[config.mk]
export PLATFORM = sky130hd
export DESIGN_NAME = column_scroll_matrix
export DESIGN_NICKNAME = d
export VERILOG_FILES = /design/src/rtl/column_scroll_matrix.sv
export SDC_FILE = /design/constraint.sdc
export NUM_CORES = 1
export LEC_CHECK = 0
export ABC_AREA = 1
export CAP_MARGIN = 10
export CORE_ASPECT_RATIO = 0.7
export CORE_MARGIN = 1.5
export CORE_UTILIZATION = 55
export DETAILED_ROUTE_END_ITERATION = 12
export HOLD_SLACK_MARGIN = 0.03
export PLACE_DENSITY = 0.77
export SKIP_LAST_GASP = 1
export SLEW_MARGIN = 20
export SYNTH_ARGS = -nofsm -noshare
export SYNTH_HDL_FRONTEND = slang
export SYNTH_HIERARCHICAL = 1
export SYNTH_SLANG_ARGS = --single-unit
[constraint.sdc]
create_clock -name clk -period 7.06 [get_ports clk]
set_clock_uncertainty 0.2 [all_clocks]
set_input_delay 0.706 -clock clk [delete_from_list [all_inputs] [get_ports clk]]
set_output_delay 0.706 -clock clk [all_outputs]
set_load 0.03 [all_outputs]
[src/rtl/column_scroll_matrix.sv]
// Left-scrolling COLS-wide window of 8-bit glyph columns, double-buffered onto a
// row-multiplexed LED matrix. Define COLUMN_SCROLL_MATRIX_BRIGHTNESS_EN to add a brightness input.

module column_scroll_lane (
    input  logic       clk,
    input  logic       rst,
    input  logic       clear,
    input  logic       shift_en,
    input  logic       copy_en,
    input  logic [7:0] next_col,
    input  logic [2:0] row,
    output logic [7:0] shadow_col,
    output logic       pix
);
    logic [7:0] shadow_q, shadow_d;
    logic [7:0] display_q, display_d;

    always_comb begin
        shadow_d  = shadow_q;
        display_d = display_q;
        if (clear) begin
            shadow_d = '0;
        end else if (shift_en) begin
            shadow_d = next_col;
        end
        // Snapshot takes the registered shadow; same-cycle shifts land next frame.
        if (copy_en) begin
            display_d = shadow_q;
        end
    end

    always_ff @(posedge clk or posedge rst) begin
        if (rst) begin
            shadow_q  <= '0;
            display_q <= '0;
        end else begin
            shadow_q  <= shadow_d;
            display_q <= display_d;
        end
    end

    assign shadow_col = shadow_q;
    assign pix        = display_q[row];
endmodule

module column_scroll_matrix #(
    parameter int COLS    = 8,
    parameter int DWELL_W = 4
) (
    input  logic               clk,
    input  logic               rst,
    input  logic [7:0]         col_in,
    input  logic               col_valid,
    input  logic               clear,
`ifdef COLUMN_SCROLL_MATRIX_BRIGHTNESS_EN
    input  logic [DWELL_W-1:0] brightness,
`endif
    output logic [7:0]         row_sel,
    output logic [COLS-1:0]    col_out,
    output logic               frame_start
);
    localparam logic [DWELL_W-1:0] DWELL_MAX = '1;

    typedef struct packed {
        logic [2:0]         row;
        logic [DWELL_W-1:0] dwell;
    } scan_t;

    scan_t                 scan_q, scan_d;
    logic                  copy_en;
    logic                  drive_en;
    logic [COLS-1:0][7:0]  shadow_col;
    logic [COLS-1:0]       pix;
    logic [7:0]            row_sel_q, row_sel_d;
    logic [COLS-1:0]       col_out_q, col_out_d;
    logic                  frame_start_q, frame_start_d;

    always_comb begin
        scan_d       = scan_q;
        scan_d.dwell = scan_q.dwell + DWELL_W'(1);
        copy_en      = 1'b0;
        if (scan_q.dwell == DWELL_MAX) begin
            scan_d.row = scan_q.row + 3'd1;
            copy_en    = (scan_q.row == 3'd7);
        end
    end

    genvar gi;
    generate
        for (gi = 0; gi < COLS; gi++) begin : g_lane
            logic [7:0] next_col;
            if (gi == COLS - 1) begin : g_tail
                assign next_col = col_in;
            end else begin : g_body
                assign next_col = shadow_col[gi+1];
            end
            column_scroll_lane u_lane (
                .clk        (clk),
                .rst        (rst),
                .clear      (clear),
                .shift_en   (col_valid),
                .copy_en    (copy_en),
                .next_col   (next_col),
                .row        (scan_q.row),
                .shadow_col (shadow_col[gi]),
                .pix        (pix[gi])
            );
        end
    endgenerate

    // dwell==0 is always blank so the row switch never ghosts into the next row.
    always_comb begin
`ifdef COLUMN_SCROLL_MATRIX_BRIGHTNESS_EN
        drive_en = (scan_q.dwell != '0) && (scan_q.dwell <= brightness);
`else
        drive_en = (scan_q.dwell != '0);
`endif
        row_sel_d     = drive_en ? (8'd1 << scan_q.row) : 8'd0;
        col_out_d     = drive_en ? pix : '0;
        frame_start_d = (scan_q.row == 3'd0) && (scan_q.dwell == '0);
    end

    always_ff @(posedge clk or posedge rst) begin
        if (rst) begin
            scan_q        <= '0;
            row_sel_q     <= '0;
            col_out_q     <= '0;
            frame_start_q <= 1'b0;
        end else begin
            scan_q        <= scan_d;
            row_sel_q     <= row_sel_d;
            col_out_q     <= col_out_d;
            frame_start_q <= frame_start_d;
        end
    end

    assign row_sel     = row_sel_q;
    assign col_out     = col_out_q;
    assign frame_start = frame_start_q;
endmodule
==> impl_results.md <==
* Outcome: completed
* Synth Warn # at 6
* Vias in the first global route at 5168
* Cts hold-fix bufs at 0
* Row Count at 34
* Largest cells by area after synthesis: dfrtp_1 54%, nand2_1 9.6%, inv_1 9.4%, o21ai_2 7.9%, nand3_1 6.9%
* Max VDD drop at about 160 uV
* Sequential area share after synthesis at a little over half
* Fin. Hold Viols at 0
* DRC at 0
* Combinational power share at 3.0%
* Yosys top cell area share at 53.6%
* CP required at 7.10 ns
* Internal power at 1.48 mW
* Met1 Track Usage GR at about a third
* IO Port Bufs at 28
* GRT overflow at 0
* GR Util met2 at 37.3%
* Die Height at 98.0 um
* Final Max Tran Viols at 0
* Nets@finish at between 800 and 900
* Post-synthesis cell type with the largest combined area: dfrtp_1
* CTS tree: done
* TNS Setup at 0 ns
* Total Power at 1.89 mW
* Fin Hold WS at 0.287 ns
* Syn-to-layout area delta at 12.6%
* Cts repair resizes at 0
* Synth Net Count at 825
* Switch share at 21.8%
* 1st-pass router iterations at 5
* Most used routing layer: met2
* Reg area at ~3800 um^2
* Final worst-path cycle share at 44.6%
* Critical Path Fanout Max at 128
* DP HPWL at roughly 10000 um
* Core area at 12500 um^2
* Die X at 139 um
* Max Cap Violations at 0
* Final worst path period need at 3.15 ns
* Kind of critical path: register to register
* Synthesized flop and latch total at 152
* Synth Cell Area at 7100 um^2
* CTS max path bufs at 2
* RSZ-0062 raised after global routing: no
* Fmax at 318 MHz
* M3 GR Usage at just under 5%
* Initial detailed-routing violation count at just over 500
* Avg Vias per Cell at 5.29
* Switching power at just over 0.4 mW
* Skew-Pair Late Insertion Delay at between 0.4 and 0.5 ns
* Hold Path Class: register to register
* Normalized max-slew margin at 31.6%
* Startpoint types: register
* Routed vias at 5307
* CTS buffer count at 17
* Htree depth at 4
* Initial Util at 56.7%
* First-pass GRT wire length at between 20000 and 30000 um
* Tot GR Track Use at 23.9%
* Multi-input gate area at roughly 2400 um^2
* Sink Count at 152
* Power share of the clock group at between 50% and 60%
* Setup bufs post-CTS at 0
* Unique cell type count in the Yosys netlist at 20
* Antenna Cells at 0
* Seq pwr share at 46.8%
* WL final at 15300 um
* Worst-Margin Slew at roughly 1.0 ns
* CTS clk-pin slew, worst paths at about 0.06 ns
* LEAKAGE at 3.87 nW
* Die Area at 13600 um^2
* Largest net degree at the start of global routing at 129
* CTS root buffer: clkbuf_16
* Worst Path Arrival at 3.18 ns
* Synth Instances at 805
* Setup violators final at 0
* Layout cell share with drive strength beyond 1 at 12.7%
* Final GP Congestion at 0.793
* Routed Antenna Nets at 0
* Mapped Avg Cell Area at 8.81 um^2
* # IOs at 29
* Filler cell count at 1016
* Initial antenna violation count at 0
* CP endpoint kind: register
* Power per cell area at 236 nW/um^2
* Wire per inst at ~15 um
[critical path: stages (launching register included)]
cell and delay (ns):
dfrtp_1 0.98, ha_1 0.32, ha_1 0.16, inv_1 0.08, nor2_4 0.10, buf_4 0.78
o21ai_0 0.29
[placed cells by master, fill, tap and decap left out, types with 4 or more instances in the layout]
cell type / instances
inv_1: 177
nand4_1: 4
a21oi_1: 6
a21boi_0: 7
clkdlybuf4s50_1: 27
o21ai_2: 64
ha_1: 8
clkbuf_16: 17
o21ai_0: 64
nand3_1: 98
dfrtp_1: 152
clkinvlp_4: 4
nand2_1: 182
or2_1: 8
[area by class of cell]
| type | count | area share (%) |
|---|---|---|
| clock buffers | 20 | 5.84 |
| multi-input cells | 449 | 29.9 |
| clock inverters | 12 | 2.05 |
| well taps | 162 | 2.54 |
| inverters | 177 | 8.32 |
| flip-flops and latches | 152 | 47.6 |
| repair buffers | 31 | 3.73 |
[through the flow]
step | area, um^2 | std cells | util (%) | worst slack, ns
finish | 7990 | 1003 | 63.9 | 3.91
global placement | 7360 | 971 | 58.8 | 4.21
detailed placement | 7360 | 971 | 58.8 | 4.01
CTS | 7990 | 1003 | 63.9 | 3.97
floorplan | 7100 | 805 | - | 3.56
global route | 7990 | 1003 | 63.9 | 3.63
[worst paths after layout]
check | slack (ns) | endpoint | depth (start not counted) | start
worst min register to register | 0.29 | g_lane[0].u_lane/display_q[2] | 2 | g_lane[0].u_lane/shadow_col[2]
worst min-delay path | 0.29 | g_lane[0].u_lane/display_q[2] | 2 | g_lane[0].u_lane/shadow_col[2]
worst max-delay path | 3.91 | g_lane[3].u_lane/display_q[1] | 6 | scan_q[5]
worst max register to register | 3.91 | g_lane[3].u_lane/display_q[1] | 6 | scan_q[5]
min in group asynchronous | 0.84 | g_lane[7].u_lane/display_q[7] | 2 | rst
max in group asynchronous | 5.12 | scan_q[2] | 2 | rst
[synthesized netlist by cell type]
| cell | number |
|---|---|
| nand4_1 | 4 |
| a21oi_1 | 6 |
| nor2_4 | 1 |
| nand2_2 | 1 |
| nand2_1 | 182 |
| a21oi_2 | 1 |
| nand3_1 | 98 |
| nor2_2 | 1 |
| a21boi_0 | 7 |
| or2_1 | 8 |
| inv_1 | 177 |
| buf_6 | 18 |
| xor2_1 | 1 |
| dfrtp_1 | 152 |
| a21boi_2 | 2 |
| o21ai_0 | 64 |
| ha_1 | 8 |
| nor2_1 | 1 |
| buf_2 | 9 |
| o21ai_2 | 64 |
[cells by family (layout without fill, tap and decap cells)]
logic type               Yosys count  after routing  synth area share [%]
AO/OA/AOI/OAI                    144            144                  14.0
XOR/XNOR                           1              1                 0.123
adder cells (fa/ha/maj)            8              8                  1.41
buffers and inverters            204            240                  12.9
flip-flops                       152            152                  53.6
AND/OR/NAND/NOR                  296            296                  18.0
[state kept, by name (all words and copies together) (netlist names)]
signal / flops
col_out: 8
frame_start: 1
g_lane.u_lane/display_q: 64
g_lane.u_lane/shadow_col: 64
row_sel: 8
scan_q: 7
[layer usage]
| layer | wire length, um | vias to the layer above | part of all wire (%) |
|---|---|---|---|
| met1 | 7010 | 2551 | 46 |
| li1 | - | 2549 | - |
| met3 | 928 | 17 | 6.1 |
| met4 | 183 | 0 | 1.2 |
| met5 | 0 | - | 0 |
| met2 | 7160 | 190 | 47 |
[power groups by stage]
stage          combinational (mW)  sequential (mW)  clock (mW)
2_1_floorplan              0.0479            0.895           0
3_3_place_gp               0.0540            0.898           0
3_5_place_dp               0.0571            0.898           0
4_1_cts                    0.0574            0.883       0.966
5_1_grt                    0.0641            0.883        1.00
6_report                   0.0566            0.883       0.949
Note: power is estimated with default switching activity, not from simulation.
